### src/rtl/mem_dump_engine_pkg.sv
// ---------------------------------------------------------------------------
// mem_dump_engine_pkg
//   Shared definitions for the data-memory dump engine: FSM state encodings,
//   mode constants and a small state-classification helper.
// ---------------------------------------------------------------------------
package mem_dump_engine_pkg;

  // FSM state encodings, kept as plain constants so the encoding matches the
  // legacy implementation bit-for-bit.
  typedef logic [2:0] state_t;

  localparam state_t ST_IDLE  = 3'd0;
  localparam state_t ST_ISSUE = 3'd1;
  localparam state_t ST_CAPT  = 3'd2;
  localparam state_t ST_OUT   = 3'd3;
  localparam state_t ST_FILL  = 3'd4;
  localparam state_t ST_FIN   = 3'd5;

  // Operation modes as sampled from the mode input at start.
  localparam logic MODE_READ = 1'b0;
  localparam logic MODE_FILL = 1'b1;

  // States in which an operation is actively walking the window. FIN is
  // excluded on purpose: busy drops in the same cycle as the done pulse, and
  // abort has nothing left to cancel there.
  function automatic logic is_active_state(input state_t st);
    return (st == ST_ISSUE) || (st == ST_CAPT) ||
           (st == ST_OUT)   || (st == ST_FILL);
  endfunction

endpackage

### src/rtl/mem_dump_engine_addr_cnt.sv
// ---------------------------------------------------------------------------
// mem_dump_addr_cnt
//   Loadable word-address / remaining-count pair used by the dump engine.
//   The address wraps modulo 2**ADDR_W; the count decrements to zero.
//
// Ports
//   clk      in   rising-edge clock
//   reset    in   asynchronous reset, active low
//   i_load   in   load base/count (takes priority over step)
//   i_base   in   first word index
//   i_count  in   number of words in the window
//   i_step   in   advance: cur += 1, rem -= 1
//   o_cur    out  current word index
//   o_last   out  current word is the final one of the window (rem == 1)
// ---------------------------------------------------------------------------
module mem_dump_addr_cnt #(
  parameter int unsigned ADDR_W = 8,
  parameter int unsigned CNT_W  = 9
) (
  input  logic              clk,
  input  logic              reset,
  input  logic              i_load,
  input  logic [ADDR_W-1:0] i_base,
  input  logic [CNT_W-1:0]  i_count,
  input  logic              i_step,
  output logic [ADDR_W-1:0] o_cur,
  output logic              o_last
);

  logic [ADDR_W-1:0] r_cur;
  logic [CNT_W-1:0]  r_rem;

  always_ff @(posedge clk or negedge reset) begin
    if (!reset) begin
      r_cur <= '0;
      r_rem <= '0;
    end else if (i_load) begin
      r_cur <= i_base;
      r_rem <= i_count;
    end else if (i_step) begin
      // Plain unsigned add gives the two's-complement wrap (127 -> -128).
      r_cur <= r_cur + ADDR_W'(1);
      r_rem <= r_rem - CNT_W'(1);
    end
  end

  assign o_cur  = r_cur;
  assign o_last = (r_rem == CNT_W'(1));

endmodule

### src/rtl/mem_dump_engine.sv
// ---------------------------------------------------------------------------
// mem_dump_engine
//   Walks a signed word-address window of a byte-laned data memory.
//   READ mode streams every word with its signed byte address over a
//   valid/ready port (one word per three cycles at best); FILL mode writes a
//   constant to every word of the window (one word per cycle).
//
// Ports
//   clk        in   rising-edge clock
//   reset      in   asynchronous reset, active low
//   start      in   launch request, honoured only when idle
//   mode       in   0 = READ/stream, 1 = FILL
//   base_addr  in   first word index (two's complement)
//   count      in   number of words (0 = no memory access, immediate done)
//   fill_data  in   FILL write value
//   abort      in   synchronous abort request
//   mem_addr   out  word address to data memory
//   mem_re     out  read strobe; mem_rdata valid the following cycle
//   mem_we     out  write strobe
//   mem_be     out  byte enables (all ones while writing)
//   mem_wdata  out  write data, lane LANES-1 in MSBs
//   mem_rdata  in   read data, lane LANES-1 in MSBs
//   out_valid  out  stream word present
//   out_ready  in   consumer accepts
//   out_addr   out  signed byte address = word index * LANES
//   out_data   out  stream word
//   busy       out  operation in progress (low during the done cycle)
//   done       out  one-cycle pulse at end of operation
//   aborted    out  qualifies done: operation ended by abort
// ---------------------------------------------------------------------------
module mem_dump_engine
  import mem_dump_engine_pkg::*;
#(
  parameter int unsigned ADDR_W = 8,
  parameter int unsigned LANES  = 4,
  parameter int unsigned CNT_W  = 9
) (
  input  logic                               clk,
  input  logic                               reset,
  input  logic                               start,
  input  logic                               mode,
  input  logic [ADDR_W-1:0]                  base_addr,
  input  logic [CNT_W-1:0]                   count,
  input  logic [8*LANES-1:0]                 fill_data,
  input  logic                               abort,
  output logic [ADDR_W-1:0]                  mem_addr,
  output logic                               mem_re,
  output logic                               mem_we,
  output logic [LANES-1:0]                   mem_be,
  output logic [8*LANES-1:0]                 mem_wdata,
  input  logic [8*LANES-1:0]                 mem_rdata,
  output logic                               out_valid,
  input  logic                               out_ready,
  output logic [ADDR_W+$clog2(LANES)-1:0]    out_addr,
  output logic [8*LANES-1:0]                 out_data,
  output logic                               busy,
  output logic                               done,
  output logic                               aborted
);

  localparam int unsigned DATA_W = 8 * LANES;
  localparam int unsigned SHIFT  = $clog2(LANES);
  localparam int unsigned BADR_W = ADDR_W + SHIFT;

  // -------------------------------------------------------------------------
  // Registers
  // -------------------------------------------------------------------------
  state_t              r_state;
  logic [DATA_W-1:0]   r_fill;
  logic                r_aborted;
  logic [DATA_W-1:0]   r_out_data;
  logic [BADR_W-1:0]   r_out_addr;

  // -------------------------------------------------------------------------
  // Wires
  // -------------------------------------------------------------------------
  state_t              w_next;
  logic                w_load;
  logic                w_step;
  logic                w_abort_take;
  logic [ADDR_W-1:0]   w_cur;
  logic                w_last;
  logic [BADR_W-1:0]   w_byte_addr;

  // -------------------------------------------------------------------------
  // Address / remaining-count pair
  // -------------------------------------------------------------------------
  mem_dump_addr_cnt #(
    .ADDR_W (ADDR_W),
    .CNT_W  (CNT_W)
  ) u_addr_cnt (
    .clk     (clk),
    .reset   (reset),
    .i_load  (w_load),
    .i_base  (base_addr),
    .i_count (count),
    .i_step  (w_step),
    .o_cur   (w_cur),
    .o_last  (w_last)
  );

  // Appending SHIFT zero bits to the index multiplies by LANES while keeping
  // the sign bit on top, so the result is already the sign-extended byte
  // address in the wider field.
  assign w_byte_addr = {w_cur, {SHIFT{1'b0}}};

  // Abort is only meaningful while an operation is walking the window.
  assign w_abort_take = abort && is_active_state(r_state);

  // -------------------------------------------------------------------------
  // Next-state / counter control
  // -------------------------------------------------------------------------
  always_comb begin
    w_next = r_state;
    w_load = 1'b0;
    w_step = 1'b0;

    case (r_state)
      ST_IDLE: begin
        if (start) begin
          w_load = 1'b1;
          if (count == '0)
            w_next = ST_FIN;
          else if (mode == MODE_FILL)
            w_next = ST_FILL;
          else
            w_next = ST_ISSUE;
        end
      end
      ST_ISSUE: w_next = ST_CAPT;
      ST_CAPT:  w_next = ST_OUT;
      ST_OUT: begin
        // A handshake coinciding with abort still advances the counters.
        if (out_ready) begin
          w_step = 1'b1;
          w_next = w_last ? ST_FIN : ST_ISSUE;
        end
      end
      ST_FILL: begin
        w_step = 1'b1;
        if (w_last)
          w_next = ST_FIN;
      end
      ST_FIN:   w_next = ST_IDLE;
      default:  w_next = ST_IDLE;
    endcase

    if (w_abort_take)
      w_next = ST_FIN;
  end

  // -------------------------------------------------------------------------
  // State and data registers
  // -------------------------------------------------------------------------
  always_ff @(posedge clk or negedge reset) begin
    if (!reset) begin
      r_state    <= ST_IDLE;
      r_fill     <= '0;
      r_aborted  <= 1'b0;
      r_out_data <= '0;
      r_out_addr <= '0;
    end else begin
      r_state <= w_next;

      if (w_load) begin
        r_fill    <= fill_data;
        r_aborted <= 1'b0;
      end else if (w_abort_take) begin
        r_aborted <= 1'b1;
      end

      // Read data arrives one cycle after the ISSUE strobe, i.e. in CAPT;
      // the counter still points at the same word then.
      if (r_state == ST_CAPT) begin
        r_out_data <= mem_rdata;
        r_out_addr <= w_byte_addr;
      end
    end
  end

  // -------------------------------------------------------------------------
  // Outputs
  // -------------------------------------------------------------------------
  assign mem_addr  = w_cur;
  assign mem_re    = (r_state == ST_ISSUE);
  assign mem_we    = (r_state == ST_FILL);
  assign mem_be    = mem_we ? '1 : '0;
  assign mem_wdata = mem_we ? r_fill : '0;

  assign out_valid = (r_state == ST_OUT);
  assign out_addr  = r_out_addr;
  assign out_data  = r_out_data;

  assign busy      = is_active_state(r_state);
  assign done      = (r_state == ST_FIN);
  assign aborted   = (r_state == ST_FIN) && r_aborted;

endmodule
### config.mk
export PLATFORM = sky130hd
export DESIGN_NAME = mem_dump_engine
export DESIGN_NICKNAME = d
export VERILOG_FILES = /design/src/rtl/mem_dump_engine_pkg.sv /design/src/rtl/mem_dump_engine_addr_cnt.sv /design/src/rtl/mem_dump_engine.sv
export SDC_FILE = /design/constraint.sdc
export NUM_CORES = 1
export LEC_CHECK = 0
export BUFFER_PORTS_ARGS = -buffer_cell sky130_fd_sc_hd__clkbuf_2
export CORE_MARGIN = 5
export CORE_UTILIZATION = 45
export CTS_BUF_LIST = sky130_fd_sc_hd__clkbuf_8
export DETAILED_ROUTE_END_ITERATION = 6
export GPL_TIMING_DRIVEN = 0
export PLACE_DENSITY = 0.79
export SLEW_MARGIN = 10
export SYNTH_ARGS = -nofsm -noshare
export SYNTH_HDL_FRONTEND = slang
export SYNTH_SLANG_ARGS = --single-unit
### constraint.sdc
create_clock -name clk -period 1.7 [get_ports clk]
set_input_delay 0.425 -clock clk [delete_from_list [all_inputs] [get_ports clk]]
set_output_delay 0.425 -clock clk [all_outputs]
set_load 0.1 [all_outputs]
==> results <==
- Clock-pin slew was measured on the worst setup and hold paths at 0.09 ns.
- The routed design has 14,100 um of wire.
- The HPWL after detailed placement is 8530 um.
- The final max-slew violation count is 0.
- The post-route setup TNS is -16.68 ns.
- The initial antenna violation count is 0.
- The delay of the slowest cell on the worst path is 0.44 ns.
- The number of enable flip-flop cells after synthesis is 0.
- The die span in y is 107 um.
- Setup violations remaining at the end of the flow were counted as 97.
- The detailed router finished its first iteration with 157 violations.
- At the pin with the least slew margin, the transition time is 0.648 ns.
- TritonCTS built the clock tree.
- Setup repair after global routing could not meet its margin everywhere.
- The critical path class is reg2out.
- The distinct cell type count after synthesis is 47.
- The element type at the critical path end is an output pin.
- The count of yosys warnings during synthesis is 0.
- The overall track demand over capacity in global routing is 0.230.
- The largest total area in the synthesized netlist belongs to dfrtp_1.
- Fill cells in the final layout number 552.
- The number of global-route vias before repair is 4,095.
- After technology mapping, the gate count stands at 406.
- STA puts the critical path data arrival time at 1.68 ns.
- The checks that failed: setup timing.
- The first TritonRoute pass finished after 4 iterations.
- The worst path in the final design needs a cycle of 2.10 ns, including I/O delays and setup.
- The detailed-route wire length per cell is 19.0 um.
- The number of vias after detailed routing is 3,900.
- The area enclosed by the die boundary is 11,400 sq um.
- On the final layout, the worst clock skew is 0.0127 ns.
- The area taken by flip-flops and latches is 2340 sq um.
- Entering global routing, the biggest net connects 50 pins.
- The worst slack on hold paths is 0.111 ns.
- The most repeated library cell on the critical path is clkbuf_16.
- The remaining global-route overflow is 0.
- Of the synthesized area, sequential elements account for 0.550.
- For this design, the sink count on the clock tree is 93.
- The cell with the largest stage delay on the worst path is dfrtp_1.
- The highest clock rate is 0.476 GHz.
- The clock root buffer is clkbuf_8.
- Ranked by total cell area, the synthesized netlist is headed by dfrtp_1 (55%), mux2_2 (11%), nand2_1 (9.5%).
- The prevailing post-synth register cell is dfrtp_1.
- The synthesized netlist occupies a cell area of 4230 sq um.
- Counting flops with an async set or reset pin after synthesis yields a share of 1.00.
- Data on the critical path is required at its endpoint by 1.27 ns.
- Max-cap violations in this run came to 0.
- The first global-routing pass estimated 20,800 um of wire.
- The worst path setup slack after routing is -0.400 ns.
- The row count is 35.
- The multi-input combinational cell area is 1960 sq um.
- The worst-case headroom to the max-slew limit is 0.568.
- Of the available clock period, the critical path in the final layout requires 1.24.
- In this run the number of H-tree levels came out at 3.
- The most frequent standard cell in the layout excluding fill and tap cells is clkbuf_2.
- The number of top-level pins is 179.
- The area of the core is 9200 sq um.
- Of all nets on the critical path, the largest fanout is 8.
- 0 antenna diodes ended up in the layout.
- The number of nets with antenna violations after detailed routing is 0.
- The flip-flop and latch count after synthesis is 93.
- The worst setup path is launched from a flip-flop.
- Buffers placed on the I/O ports in this run total 176.
- The initial utilization of the core area, before any placement, comes to 0.460.
- The clock reaches the later pin of the worst-skew pair after 0.35 ns.
- After detailed routing, the number of vias per cell comes to 5.26.
- Of the post-synthesis cell area, the dominant cell type holds 0.550.
- The area growth from synthesis to layout is 69.8%.
- The number of nets in the final layout is 717.
- The path class of the tightest hold or removal check is in2async.
- The library cells used most frequently in the layout, excluding fill and tap cells, are clkbuf_2 (125), nand2_1 (105), dfrtp_1 (84).
- A synthesized cell averages 10.4 sq um.
- In this run, CTS created clock tree buffers numbering 9.
- The signal on the critical path passes through nor2_4 -> nand2_2 -> inv_4 -> buf_12 -> clkbuf_16 -> and2_4 -> clkbuf_16.
- The longest clock path from root to sink contains 2 buffers.
- From left edge to right edge, the die measures 107 um.
- Of the cells placed in the final design, the portion with a size suffix greater than 1 is 0.574.
- The routability-driven placement congestion ratio is 0.788.
- In the routed design, unresolved DRC markers number 0.
- The count of endpoints failing hold in the final timing report is 0.
- The run finished, with violations left.
- For this design, the CTS-stage hold fixing added 0 buffers.
## cell type report
type	instances	area share
multi-input cells	281	0.273
plain buffers	29	0.0526
flip-flops and latches	93	0.325
clock inverters	5	0.0115
repair buffers	209	0.297
inverters	4	0.00244
clock buffers	10	0.0192
well taps	111	0.0193
## cell usage after synthesis (3+ instances only)
cell type,n
o211ai_1,7
a21oi_1,4
nor2_1,16
nor3_1,4
clkbuf_1,8
nand3_1,4
nor4_1,4
o2111ai_1,3
and3_1,5
and2_1,33
xor2_1,3
ha_1,3
mux2_2,40
buf_4,6
o21ai_0,6
nand2_1,107
buf_2,15
or3_1,3
inv_1,4
dfrtp_1,93
a211oi_1,4
## path summary, 6_finish.rpt
check,slack [ns],endpoint,depth (start not counted),from
setup / recovery,-0.40,mem_wdata[22],7,r_state[0]
hold / removal,0.11,r_fill[22],1,reset
setup reg to reg,-0.13,r_fill[1],7,r_state[0]
hold reg to reg,0.49,r_fill[21],2,r_fill[21]
max in group asynchronous,0.90,u_addr_cnt.o_cur[3],2,reset
min in group clk,0.26,r_fill[7],3,fill_data[7]
## registers in the layout, indices dropped and copies added (netlist names)
register and flops:
out_addr 8, u_addr_cnt.o_cur 8, r_aborted 1, r_fill 32, r_state 3, out_data 32
u_addr_cnt.r_rem 9
## per-stage QoR
stage	util	worst slack (ns)	cells	instance area (sq um)
detailed placement	0.595	-0.566	695	5470
global route	0.781	-0.478	742	7190
CTS	0.729	-0.407	719	6710
finish	0.781	-0.400	742	7190
floorplan	-	-0.199	407	4420
global placement	0.592	-1.07	694	5440
## cells by family (layout without fill, tap and decap cells)
| kind of cell | count (synthesis) | count (layout) | share of synthesized area |
|---|---|---|---|
| AND/OR/NAND/NOR | 190 | 191 | 0.212 |
| AO/OA/AOI/OAI | 39 | 39 | 0.0674 |
| multiplexers | 42 | 42 | 0.111 |
| XOR/XNOR | 4 | 4 | 0.00828 |
| flip-flops | 93 | 93 | 0.550 |
| adder cells (fa/ha/maj) | 3 | 3 | 0.00887 |
| other | 1 | 2 | 0.000886 |
| buffers and inverters | 34 | 257 | 0.0417 |
## worst max-delay path: cells and delay by family, from the launching register on
| family | cells | cell delay, ns |
|---|---|---|
| and+or+nand+nor | 3 | 0.35 |
| buffers and inverters | 4 | 0.53 |
| DFF | 1 | 0.44 |
## routing by layer
metal	vias up	track usage	routed length, um
met5	-	0	0
met4	0	0.0703	149
met3	12	0.0710	1210
met2	172	0.402	7440
met1	1906	0.270	5300
li1	1810	-	-
## timing repair
item	CTS	global route
setup endpoints to repair	132	135
setup buffers	9	12
pin swaps	3	14
resized for setup	158	75
cloned	0	14
Power is not shown: default switching activity piles up to over one toggle a cycle in this logic, so the estimate is an artifact.
